File: config.mk
export PLATFORM = sky130hd
export DESIGN_NAME = led_pattern_gen
export DESIGN_NICKNAME = d
export VERILOG_FILES = /design/src/rtl/led_pattern_gen.sv
export SDC_FILE = /design/constraint.sdc
export NUM_CORES = 1
export LEC_CHECK = 0
export CORE_MARGIN = 4
export CORE_UTILIZATION = 57
export DETAILED_ROUTE_END_ITERATION = 16
export GPL_ROUTABILITY_DRIVEN = 0
export PLACE_DENSITY = 0.77
export SKIP_CTS_REPAIR_TIMING = 1
export SLEW_MARGIN = 20
export SYNTH_ARGS = -nofsm -noshare
export SYNTH_HDL_FRONTEND = slang
export SYNTH_SLANG_ARGS = --single-unit
File: constraint.sdc
create_clock -name clk -period 3.4 [get_ports clk]
set_clock_uncertainty 0.05 [all_clocks]
set_input_delay 0.68 -clock clk [delete_from_list [all_inputs] [get_ports clk]]
set_output_delay 0.68 -clock clk [all_outputs]
set_load 0.05 [all_outputs]
File: src/rtl/led_pattern_gen.sv
// Multi-channel LED pattern generator: shared prescaler tick and PWM counter,
// per-channel OFF/ON/BLINK/BREATHE. Optional macro LED_GAMMA_EN squares the breathe duty.
module led_pattern_gen #(
  parameter int unsigned CLK_HZ   = 27000000,
  parameter int unsigned TICK_HZ  = 1000,
  parameter int unsigned NUM_CH   = 3,
  parameter int unsigned PWM_BITS = 8,
  localparam int unsigned CH_W    = (NUM_CH > 1) ? $clog2(NUM_CH) : 1
) (
  input  logic                clk,
  input  logic                rst,
  input  logic                cfg_valid,
  output logic                cfg_ready,
  input  logic [CH_W-1:0]     cfg_ch,
  input  logic [1:0]          cfg_mode,
  input  logic [3:0]          cfg_rate,
  output logic                cfg_err,
  output logic                tick,
  output logic [NUM_CH-1:0]   led
);

  localparam int unsigned DIV   = CLK_HZ / TICK_HZ;
  localparam int unsigned PRE_W = (DIV > 1) ? $clog2(DIV) : 1;
  localparam logic [PRE_W-1:0]    PRE_LAST   = PRE_W'(DIV - 1);
  localparam logic [PWM_BITS-1:0] LEVEL_MAX  = '1;
  localparam logic [PWM_BITS-1:0] LEVEL_PEAK = LEVEL_MAX - 1'b1;
  localparam logic [PWM_BITS-1:0] LEVEL_ONE  = PWM_BITS'(1);

  typedef enum logic [1:0] {
    MODE_OFF     = 2'b00,
    MODE_ON      = 2'b01,
    MODE_BLINK   = 2'b10,
    MODE_BREATHE = 2'b11
  } mode_e;

  logic [PRE_W-1:0]    presc;
  logic [PWM_BITS-1:0] pwm_cnt;
  mode_e               mode   [NUM_CH];
  logic [3:0]          rate   [NUM_CH];
  logic [15:0]         phase  [NUM_CH];
  logic [PWM_BITS-1:0] level  [NUM_CH];
  logic [PWM_BITS-1:0] duty   [NUM_CH];
  logic [NUM_CH-1:0]   dir_up;
  logic [NUM_CH-1:0]   hit;
  logic [NUM_CH-1:0]   step;
  logic                xfer;
  logic                ch_ok;

  // step[i]: low rate[i] bits of phase are all ones (always true for rate 0)
  always_comb begin
    xfer  = cfg_valid & cfg_ready;
    ch_ok = 32'(cfg_ch) < NUM_CH;
    hit   = '0;
    step  = '0;
    for (int unsigned i = 0; i < NUM_CH; i++) begin
      hit[i]  = xfer && ch_ok && (32'(cfg_ch) == i);
      step[i] = &(phase[i] | ~((16'd1 << rate[i]) - 16'd1));
    end
  end

  always_ff @(posedge clk) begin
    if (rst) begin
      presc     <= '0;
      tick      <= 1'b0;
      pwm_cnt   <= '0;
      cfg_ready <= 1'b0;
      cfg_err   <= 1'b0;
    end else begin
      tick      <= (presc == PRE_LAST);
      presc     <= (presc == PRE_LAST) ? '0 : presc + 1'b1;
      pwm_cnt   <= pwm_cnt + 1'b1;
      cfg_ready <= 1'b1;
      cfg_err   <= xfer && !ch_ok;
    end
  end

  // A config hit takes priority over the tick, discarding that tick's advance
  always_ff @(posedge clk) begin
    if (rst) begin
      dir_up <= '1;
      for (int unsigned i = 0; i < NUM_CH; i++) begin
        mode[i]  <= MODE_OFF;
        rate[i]  <= '0;
        phase[i] <= '0;
        level[i] <= '0;
      end
    end else begin
      for (int unsigned i = 0; i < NUM_CH; i++) begin
        if (hit[i]) begin
          mode[i]   <= mode_e'(cfg_mode);
          rate[i]   <= cfg_rate;
          phase[i]  <= '0;
          level[i]  <= '0;
          dir_up[i] <= 1'b1;
        end else if (tick) begin
          phase[i] <= phase[i] + 16'd1;
          if (mode[i] == MODE_BREATHE && step[i]) begin
            if (dir_up[i]) begin
              level[i] <= level[i] + 1'b1;
              if (level[i] == LEVEL_PEAK) dir_up[i] <= 1'b0;
            end else begin
              level[i] <= level[i] - 1'b1;
              if (level[i] == LEVEL_ONE) dir_up[i] <= 1'b1;
            end
          end
        end
      end
    end
  end

`ifdef LED_GAMMA_EN
  function automatic logic [PWM_BITS-1:0] gamma(input logic [PWM_BITS-1:0] l);
    logic [2*PWM_BITS-1:0] sq;
    sq = {{PWM_BITS{1'b0}}, l} * {{PWM_BITS{1'b0}}, l};
    return sq[2*PWM_BITS-1:PWM_BITS];
  endfunction

  always_ff @(posedge clk) begin
    for (int unsigned i = 0; i < NUM_CH; i++) begin
      if (rst) duty[i] <= '0;
      else     duty[i] <= gamma(level[i]);
    end
  end
`else
  always_comb begin
    for (int unsigned i = 0; i < NUM_CH; i++) duty[i] = level[i];
  end
`endif

  always_ff @(posedge clk) begin
    if (rst) begin
      led <= '0;
    end else begin
      for (int unsigned i = 0; i < NUM_CH; i++) begin
        unique case (mode[i])
          MODE_OFF:     led[i] <= 1'b0;
          MODE_ON:      led[i] <= 1'b1;
          MODE_BLINK:   led[i] <= phase[i][rate[i]];
          MODE_BREATHE: led[i] <= (pwm_cnt < duty[i]);
        endcase
      end
    end
  end

endmodule

==> results summary, run 1 <==
The number of pins exceeding their max-slew limit in the final report is 0. The global-route congestion overflow total came out at 0. After detailed routing, the number of remaining DRC violations is 0. The clock tree synthesis step divided the H-tree into 4 levels. Net switching is approximately 24% of the power. In the final layout, the share of cells above drive strength 1 is 9.434%.

The starting utilization of the core area is 58.86%. The clock input transition at the sequential cells of the worst setup and hold paths came out at 0.06 ns. The CTS tree is yes. Once layout is done, the placed cells without fillers occupy 8859 um^2. The accumulated negative setup slack came out at 0 ns. In this run, the number of DRC markers left after iteration 0 of detailed routing was 606. The first-pass iteration count of the detailed router is 5. STA classifies the critical path startpoint as a flip-flop.

The flow ran to the end, and the final reports show no timing, DRC or antenna violations. The first global-routing pass estimated 28.79 mm of wire. The power share of the sequential group is 45.1%. Setup repair after global routing left no endpoint under its margin. Synthesis instantiated 66 different standard cells from the library. The largest net degree at the start of global routing is 21.

The async set-reset flop share out of synthesis came out at 0%. The minimum period implied by the final worst setup slack is 3.153 ns. The standard-cell row count is 42. The final number of hold-violating endpoints is 0.

The number of storage elements in the synthesis netlist is 122. Synthesis produced a netlist with a net count of 869. After synthesis the cells add up to between 7000 and 8000 um^2.

The power per cell area came out at 434.5 nW/um^2. The number of I/O pins is 17. The critical path required time came out at between 3 and 4 ns. The remaining antenna violation count after routing came out at 0. In this run the mean area of a mapped cell was 9.654 um^2.

The arrival time at the worst endpoint came out at 3.19 ns. The placed cell count came out at 992. The internal portion of the total power is 2919 uW.

The number of filler instances in the final layout is between 1000 and 1500. The CTS root buffer is clkbuf_16. The via count of the first global-routing pass is 6223. The power consumption is 3849 uW. Among all flip-flop cells after synthesis, the most frequent one is edfxtp_1. The count of non-filler cells in the finished layout came out at around 1000. The area added between synthesis and finish is 12.31%. The count of maximum capacitance violations is 0. The number of enable flip-flop cells after synthesis is 90.

The core area came out at 13400 um^2. The placed wire-length estimate is 12.11 mm. The number of clock buffers added by TritonCTS is 17. The final routed wirelength across all metal layers came out at 17.04 mm.

The slowest stage of the critical path belongs to the cell a2111oi_0. The share of the Yosys chip area taken by registers is a little over two fifths. The ratio of routed vias to standard cells came out at 6.053. Input and output buffers added on the ports amount to 16. The ratio of final minimum period to clock period came out at 92.72%. In this run the tightest slew margin relative to its limit is between 40% and 50%. The mean routed wirelength per cell came out at 16.64 um.

The all-layer global routing usage is 22.03%. The number of vias after detailed routing is between 6000 and 7000. STA classifies the critical path endpoint as a flip-flop. The instance area at placement is 8272 um^2. The vertical die dimension is 125.6 um. The largest vdd supply drop came out at 374.3 uV.

The overall die width came out at 125.6 um. The most common cell type on the critical path is nand2_1. The maximum single-stage delay on the critical path came out at 0.49 ns.

The clock sink count is 122. The minimum setup slack among reg-to-reg paths is 0.25 ns. The maximum buffer depth of the clock tree is 2. The initial antenna violation count is 0. The critical path is of the reg2reg type. The switching component of the power is 930.0 uW. The transition time of the tightest slew-check pin came out at 0.8123 ns. The final net count came out at 887. The worst hold path belongs to the class reg2reg. 0 antenna diodes ended up in the layout.

Combinational logic is responsible for a little under a tenth of the overall power. The later pin in the worst-skew pair is clocked with a latency of 0.41 ns. The clock network is responsible for 45.3% of the overall power.

The count of mapped cells out of synthesis came out at 817. The reported leakage power is 0.003249 uW. The die covers 15780 um^2. The maximum net fanout on the critical path is 8. The worst-case hold slack came out at 0.3966 ns. During synthesis, Yosys emitted a total of 0 warnings. The setup violation total in the final timing report is 0. The highest clock frequency the design can meet came out at approximately 320 MHz. The critical path goes through or3_1 -> or2_2 -> ha_1 -> and3b_1 -> a2111oi_0 -> nand3_1 -> nor4_2 -> nand2_1 -> nand2_1.
## kinds of logic (layout without fill, tap and decap cells)
kind of cell             after synthesis  in the layout  share of synthesized area [%]
AND/OR/NAND/NOR                      351            351                          22.54
AO/OA/AOI/OAI                        116            116                          10.17
adder cells (fa/ha/maj)               41             41                          6.504
buffers and inverters                 84            115                          4.235
multiplexers                          22             22                          5.171
flip-flops                           122            122                          42.39
XOR/XNOR                              81             81                          8.994
## worst max-delay path, delay by kind of cell (launching register included)
| family | cells | cell delay, ns |
|---|---|---|
| AND/OR/NAND/NOR | 7 | 1.69 |
| flip-flops | 1 | 0.38 |
| AO/OA/AOI/OAI | 1 | 0.49 |
| adder cells (fa/ha/maj) | 1 | 0.21 |
## path summary, 6_finish.rpt
check,start,end,cells after the start
setup / recovery,rate[0][10],level[2][1],9
hold / removal,presc[0],presc[0],1
setup reg to reg,rate[0][10],level[2][1],9
hold reg to reg,presc[0],presc[0],1
## Yosys cell counts, types with 5 or more instances
cell	number	area, um^2
nor2_1	114	427.9
edfxtp_1	90	2703
nand2_1	57	214.0
inv_1	44	165.2
xnor2_1	43	376.6
ha_1	41	513.0
nand3_1	40	200.2
xor2_1	38	332.8
dfxtp_1	32	640.6
o21ai_0	26	130.1
clkbuf_1	25	93.84
a21oi_1	23	115.1
and3_1	21	131.4
nand4_1	17	106.4
mux4_2	15	337.8
nor3_1	14	70.07
nor4_1	12	75.07
nor2b_1	11	68.82
nand2b_1	10	62.56
buf_2	9	45.04
or3_1	9	56.30
and2_1	8	50.05
mux2i_1	7	70.07
nand3b_1	7	52.55
nor4b_1	7	61.31
a211oi_1	6	45.04
a21o_1	6	45.04
a32oi_1	6	52.55
o32ai_1	6	52.55
buf_1	5	18.77
or2_2	5	31.28
## power groups by stage
| stage | logic [uW] | clock network (uW) | registers, uW |
|---|---|---|---|
| 2_1_floorplan | 268 | 0 | 1750 |
| 3_3_place_gp | 349 | 0 | 1760 |
| 3_5_place_dp | 364 | 0 | 1760 |
| 4_1_cts | 368 | 1760 | 1730 |
| 5_1_grt | 410 | 1840 | 1740 |
| 6_report | 370 | 1740 | 1740 |
## cell usage in the layout (no fill, tap or decap), types with 8 or more instances in the layout
master / n
nand3_1: 40
nor4_1: 12
and2_1: 8
dfxtp_1: 32
clkbuf_16: 20
nor2b_1: 11
nand2_1: 57
xor2_1: 38
o21ai_0: 25
mux4_2: 15
ha_1: 41
inv_1: 44
and3_1: 21
nand4_1: 17
nand2b_1: 10
nor2_1: 114
buf_4: 23
clkdlybuf4s50_1: 16
a21oi_1: 23
nor3_1: 14
or3_1: 9
xnor2_1: 43
edfxtp_1: 90
## final cells by class
type / count / area [um^2] / area share [%]
timing repair buffer: 39 / 332.8 / 3.757
sequential: 122 / 3343 / 37.74
clock buffer: 23 / 531.8 / 6.003
tap: 176 / 220.2 / 2.486
multi-input combinational: 611 / 4210 / 47.53
clock inverter: 9 / 55.05 / 0.6215
inverter: 44 / 165.2 / 1.864
## state kept, by name (all words and copies together), names as in the netlist
signal     flops
cfg_err        1
level         24
dir_up         3
tick           1
led            3
mode           6
presc         15
rate          12
pwm_cnt        8
cfg_ready      1
phase         48
## metal layers
metal / global-route usage (%) / part of all wire (%) / up-vias
met3: 5.292 / 4.5 / 26
met2: 37.16 / 49 / 173
met1: 27.47 / 45 / 2996
met5: 0 / 0 / -
met4: 8.546 / 1.7 / 0
li1: - / - / 3003
## metrics by stage
step / setup slack [ns] / utilization (%)
floorplan: 0.09169 / -
global placement: 0.3861 / 61.73
detailed placement: 0.2369 / 61.73
CTS: 0.2217 / 66.11
global route: 0.05088 / 66.11
finish: 0.2474 / 66.11
Power figures use the tool's default switching activity.
==> inputs of run 2 (changes only) <==
--- a/config.mk
+++ b/config.mk
@@ -6,10 +6,9 @@
 export NUM_CORES = 1
 export LEC_CHECK = 0
 export CORE_MARGIN = 4
-export CORE_UTILIZATION = 57
+export CORE_UTILIZATION = 40
 export DETAILED_ROUTE_END_ITERATION = 16
 export GPL_ROUTABILITY_DRIVEN = 0
-export PLACE_DENSITY = 0.77
 export SKIP_CTS_REPAIR_TIMING = 1
 export SLEW_MARGIN = 20
 export SYNTH_ARGS = -nofsm -noshare
==> run 2 against run 1 <==
  * Die area rose by 40%
  * Core utilization fell by 20 points
  * First-iteration DRC count fell by 39%
  * Via count fell by 3.4%
  * Global-route usage fell by 5.8 points
  * Worst hold slack improved by 0.00056 ns
  * Sequential power barely moved
  * Critical path depth did not move
  * Critical endpoint is now dir_up[0]
  * Largest cell class unchanged
==> results summary, run 2 (synthesis gave the netlist of run 1 again) <==
The worst setup margin is 0.3552 ns (+0.1077 ns). The first-pass iteration count of the detailed router came out at 5 (unchanged). The minimum setup slack among reg-to-reg paths is 0.36 ns (+0.11 ns). The placed wire-length estimate came out at 12.09 mm (-0.14%). The remaining antenna violation count after routing came out at 0 (unchanged).

The DRC marker count from the first detailed-route iteration came to 368 (-39%). The maximum net fanout on the critical path was 8 (unchanged). The placement-stage worst setup slack came out at 0.3335 ns (+0.09661 ns).

The worst-case hold slack came out at 0.3971 ns (+0.0005610 ns). phase holds more flip-flops than any other register. The total DRC errors in the routed layout is 0 (unchanged). The share of layout cells above drive strength 1 came out at 9.730% (+0.30 points). The number of pins exceeding their max-slew limit in the final report came out at 0 (unchanged). The clock sink count is 122 (unchanged). The library cells used most frequently in the layout, excluding fill and tap cells, are nor2_1 (114), edfxtp_1 (90), nand2_1 (57), inv_1 (44), xnor2_1 (43).

The transition time of the tightest slew-check pin is 0.6491 ns (-0.1633 ns). The total of buffers placed on input and output ports is 16 (unchanged). The setup violation total in the final timing report came to 0 (unchanged).

The depth of the worst register-to-register path came out at 9 (unchanged). The number of vias after detailed routing came to 5985 (-3.4%). The CTS root buffer is clkbuf_16. The minimum period implied by the final worst setup slack came out at 3.045 ns (-0.1077 ns).

The startpoint identified for the worst register-to-register timing path is rate[0][3]. The maximum buffer depth of the clock tree came out at 2 (unchanged). The core area is 19400 um^2 (+45%). The total CTS buffers came out at 17 (unchanged). The accumulated negative setup slack is 0 ns (unchanged). The antenna diode count is 0 (unchanged). The run finished with clean final reports. The vertical die dimension is 148.4 um (+18%). STA classifies the critical path startpoint as a flip-flop. The CTS tree is yes. The nature of the critical path endpoint is a flip-flop. The starting utilization of the core area is 40.66% (-18 points). The standard-cell row count came out at 51 (+21%). Leaving out fill and tap cells, the most frequent cell in the layout is nor2_1. The end point of the worst hold path is presc[0]. The latest clock arrival within the worst-skew pair is 0.42 ns (about the same). The arrival time at the worst endpoint is 3.31 ns (+0.12 ns). The number of I/O pins was 17 (unchanged). The relative max-transition margin came out at 56.47% (+11 points). The mean routed wirelength per cell was 15.05 um (-9.6%).

The all-layer global routing usage is 16.21% (-5.8 points). The CTS H-tree depth is 4 (unchanged). The critical path required time is 3.67 ns (+0.24 ns). The power per cell area is 432.5 nW/um^2 (-0.47%). The flip-flop count of the largest register, all copies and words added is 48 (unchanged). The endpoint identified for the worst register-to-register timing path is dir_up[0].

The largest net degree at the start of global routing is 21 (unchanged). The reported leakage power is 0.003288 uW (+1.2%). In this run the most critical hold path is launched from presc[0]. The count of maximum capacitance violations is 0 (unchanged).

The largest vdd supply drop is 357.7 uV (-4.4%). The count of cells along the worst hold path came out at 1 (unchanged). The final routed wirelength across all metal layers came out at 16.82 mm (-1.3%). The final cell utilization of the core came to 46.51% (-20 points). The overall die width came to 148.4 um (+18%).

The clock input transition at the sequential cells of the worst setup and hold paths was 0.06 ns (about the same). The final net count was 892 (+0.56%). The number of filler instances in the final layout came out at 1866 (+82%).

Setup repair after global routing left no endpoint under its margin. The path class of the tightest hold or removal check is reg2reg. The wire length of the first global-routing pass was 28.95 mm (+0.53%). The ratio of routed vias to standard cells came to 5.353 (-12%).

The die area came out at 22030 um^2 (+40%). The via count of the first global-routing pass came to 5853 (-5.9%). The highest clock frequency the design can meet was 328.4 MHz (+3.5%). The initial antenna violation count is 0 (unchanged). The critical path start-end classification is reg2reg.

The global-route congestion overflow total is 0 (unchanged). The final number of hold-violating endpoints is 0 (unchanged). The area growth from synthesis to layout is 14.39%. The ratio of final minimum period to clock period came to 89.55% (-3.2 points). The largest registers in the layout are phase x48, level x24, presc x15.
## run 2: changes by cell type in the layout (fill, tap and decap cells not counted), sizes merged
cell and delta:
clkinv -1, buf +5, inv -1, clkbuf +5, clkinvlp -3
## run 2: worst max path at each step
| stage | startpoint | endpoint | depth (start not counted) |
|---|---|---|---|
| finish | rate[0][3] | dir_up[0] | 9 |
| global route | rate[0][10] | level[2][0] | 9 |
| CTS | rate[0][10] | level[2][6] | 9 |
| detailed placement | rate[0][10] | level[2][4] | 9 |
| global placement | rate[0][10] | level[2][4] | 9 |
| floorplan | rate[0][3] | level[0][0] | 11 |
## run 2: critical path, cell delays in order, from the launching register on
cell	delay, ns
edfxtp_1	0.38
nor3_1	0.32
nand2b_1	0.11
ha_1	0.31
nor2b_1	0.18
o31ai_1	0.25
o31ai_1	0.10
or4b_1	0.55
or4_1	0.54
a21o_1	0.16
## run 2: per-stage QoR
step | cells | power [uW] | area, um^2
3_3_place_gp | 1086 | 2129 | 8421
3_5_place_dp | 1086 | 2131 | 8421
2_1_floorplan | 817 | 2015 | 7888
5_1_grt | 1118 | 4064 | 9022
4_1_cts | 1118 | 3942 | 9022
6_report | 1118 | 3902 | 9022
## run 2: final cells by class
cell class,count,area [um^2],area share [%]
clock inverters,4,21.27,0.2358
multi-input cells,611,4210,46.66
repair buffers,44,370.4,4.105
inverters,44,165.2,1.831
flip-flops and latches,122,3343,37.05
clock buffers,28,580.6,6.435
well taps,265,331.6,3.675
## run 2: power breakdown
group / total, uW / switching [uW] / internal [uW]
combinational: 367 / 199 / 168
sequential: 1730 / 75.6 / 1660
clock: 1800 / 644 / 1160
## run 2: metal layers
layer	vias to the layer above	GRT usage (%)	share of wire (%)
li1	3020	-	-
met1	2829	22.26	48
met2	119	25.57	46
met3	17	3.321	4.0
met4	0	5.681	1.3
met5	-	0	0
==> inputs of run 3 (changes only) <==
--- a/config.mk
+++ b/config.mk
@@ -5,10 +5,11 @@
 export SDC_FILE = /design/constraint.sdc
 export NUM_CORES = 1
 export LEC_CHECK = 0
-export CORE_MARGIN = 4
+export CORE_MARGIN = 5
 export CORE_UTILIZATION = 40
 export DETAILED_ROUTE_END_ITERATION = 16
 export GPL_ROUTABILITY_DRIVEN = 0
+export REMOVE_ABC_BUFFERS = 1
 export SKIP_CTS_REPAIR_TIMING = 1
 export SLEW_MARGIN = 20
 export SYNTH_ARGS = -nofsm -noshare
==> run 3 against run 2 <==
  * Register-to-register slack hardly changed
  * Count of clock-buffer cells in the layout is 8 lower
  * Core utilization is 0.18 points lower
  * Sequential share of layout area hardly changed
  * Critical path depth is 2 higher
  * Combinational power hardly changed
  * Via count is 0.18% lower
  * Routed wire length is 2.3% higher
  * Flip-flop and latch count stayed put
  * Maximum frequency is 0.44% higher
  * Power is 2.3% higher
  * Critical endpoint is now level[2][7]
==> results summary, run 3 (synthesis gave the netlist of run 1 again) <==
The total DRC errors in the routed layout is 0 (unchanged). The met3 demand-to-capacity share in global routing is 3.763% (+0.44 points). The placed wire-length estimate came out at 12.16 mm (+0.57%). The power per cell area came out at 442.8 nW/um^2 (+2.4%). The clock input transition at the sequential cells of the worst setup and hold paths came out at 0.06 ns (about the same). The minimum period implied by the final worst setup slack was 3.031 ns (-0.01347 ns). The standard-cell row count came to 51 (unchanged).

The CTS root buffer is clkbuf_16. The met1 capacity usage during global routing came out at 22.14% (-0.12 points). Setup repair after global routing left no endpoint under its margin. The reported leakage power came out at 0.003273 uW (-0.43%). The accumulated negative setup slack is 0 ns (unchanged). The largest net degree at the start of global routing came out at 21 (unchanged). The worst-case hold slack came to 0.3999 ns (+0.002809 ns). The kind of start point of the critical path is a flip-flop.

The final number of hold-violating endpoints came out at 0 (unchanged). The worst setup margin is 0.3687 ns (+0.01347 ns). The clock sink count is 122 (unchanged).

The mean routed wirelength per cell is 15.45 um (+2.7%). The all-layer global routing usage was 16.21% (about the same). The endpoint identified for the worst register-to-register timing path is level[2][7]. The core area came out at 19460 um^2 (+0.33%). The beginning of the worst hold path is presc[0]. The nature of the critical path endpoint is a flip-flop. The wire length of the first global-routing pass is 29.38 mm (+1.5%).

The global-route congestion overflow total is 0 (unchanged). The run finished with clean final reports. The antenna diode count is 0 (unchanged).

The number of pins exceeding their max-slew limit in the final report came out at 0 (unchanged). The ratio of final minimum period to clock period is 89.16% (-0.40 points). The number of vias after detailed routing came out at 5974 (-0.18%). The flip-flop count of the largest register, all copies and words added came out at 48 (unchanged). In the final layout, the registers with the most flip-flops are phase x48, level x24, presc x15. The final routed wirelength across all metal layers is 17.21 mm (+2.3%).

The minimum setup slack among reg-to-reg paths came out at 0.37 ns (about the same). The setup violation total in the final timing report came out at 0 (unchanged). The count of non-filler cells in the finished layout is 1114 (-0.36%). The met2 usage in global routing is 25.86% (+0.28 points). The DRC marker count from the first detailed-route iteration is 389 (+5.7%). The first-pass iteration count of the detailed router is 5 (unchanged). The area used by multi-input combinational logic is 4213 um^2 (about the same). The remaining antenna violation count after routing came out at 0 (unchanged).

The arrival time at the worst endpoint is 3.15 ns (-0.16 ns). The count of cells along the worst hold path is 1 (unchanged). In the layout the commonest cells are nor2_1 (114), edfxtp_1 (90), nand2_1 (56), inv_1 (44), xnor2_1 (43). The share of layout cells above drive strength 1 is 9.776% (+0.046 points).

The sequential cell area in the final layout is 3343 um^2 (unchanged). The total CTS buffers is 17 (unchanged). The number of I/O pins was 17 (unchanged). The via count of the first global-routing pass is 5911 (+0.99%). The maximum buffer depth of the clock tree is 2 (unchanged). The global routing stage identified its most utilized layer as met2. The count of maximum capacitance violations is 0 (unchanged).

In this run the critical register-to-register path is launched from rate[0][10]. The min-delay analysis places its worst path in the category reg2reg. The largest vdd supply drop is 237.9 uV (-33%). The overall die width came to 150.4 um (+1.3%). The ratio of routed vias to standard cells was 5.363 (+0.17%). The setup path with the least slack is of type reg2reg. The register with the most flip-flops in the final layout is phase. The maximum net fanout on the critical path came out at 14 (+6). The initial antenna violation count came to 0 (unchanged).

The relative max-transition margin came to 49.87% (-6.6 points). The CTS H-tree depth came out at 4 (unchanged). Leaving out fill and tap cells, the most frequent cell in the layout is nor2_1. The placement-stage worst setup slack was 0.3298 ns (-0.003669 ns). The highest clock frequency the design can meet came to 329.9 MHz (+0.44%). For hold timing, the worst endpoint is presc[0]. The die area came to 22630 um^2 (+2.7%). TritonCTS built the clock tree. The depth of the worst register-to-register path is 11 (+2). The number of filler instances in the final layout came out at 1849 (-0.91%). The placed cell count came out at 1082 (-0.37%). The power consumption came out at 3993 uW (+2.3%). The final net count came to 888 (-0.45%). The total of buffers placed on input and output ports is 16 (unchanged). The latest clock arrival within the worst-skew pair is 0.42 ns (about the same). The area added between synthesis and finish is 14.32% (about the same). The vertical die dimension came out at 150.4 um (+1.3%).

The transition time of the tightest slew-check pin came to 0.7519 ns (+0.1028 ns). The starting utilization of the core area came to 40.53% (-0.13 points). The critical path required time is 3.52 ns (-0.15 ns).
-- run 3: cell count changes in the layout (fill, tap and decap cells not counted), sizes merged --
cell	previous run	this run
bufinv	0	2
buf	28	24
clkbuf	28	20
clkinv	3	8
clkinvlp	0	1
-- run 3: worst max path at each step --
stage | start | end | slack [ns] | cells past startpoint
after floorplan | rate[0][3] | level[0][0] | -0.21 | 8
after global placement | rate[0][10] | level[2][3] | 0.28 | 9
after detailed placement | rate[0][10] | level[2][2] | 0.33 | 9
after CTS | rate[0][10] | level[2][2] | 0.32 | 9
after global routing | rate[0][10] | level[2][6] | 0.02 | 10
final | rate[0][10] | level[2][7] | 0.37 | 11
-- run 3: per-layer routing --
metal	wire length (um)	part of all wire, %
met2	8126	47
met4	176	1.0
met5	0	0
met3	598	3.5
met1	8308	48
-- run 3: per-stage QoR --
step	utilization [%]	instance area, um^2
global route	46.33	9017
global placement	43.11	8391
floorplan	-	7719
detailed placement	43.11	8391
CTS	46.32	9015
finish	46.33	9017
-- run 3: final cells by class --
class | count | area share, %
Timing Repair Buffer | 40 | 3.774
Clock buffer | 20 | 5.425
Sequential cell | 122 | 37.08
Clock inverter | 12 | 1.499
Tap cell | 265 | 3.677
Inverter | 44 | 1.832
Multi-Input combinational cell | 611 | 46.72
-- run 3: where the power goes --
group / switching, uW / internal [uW]
combinational: 201 / 165
sequential: 77.9 / 1660
clock: 702 / 1190
-- run 3: worst max-delay path, cell delays in order, from the launching register on --
cell and delay [ns]:
edfxtp_1 0.37, or3_1 0.40, or2_2 0.30, ha_1 0.21, buf_4 0.18, or4b_2 0.60
o21ai_0 0.09, a221o_1 0.18, nor4_2 0.05, buf_4 0.14, nand3_2 0.14, nor2_1 0.07
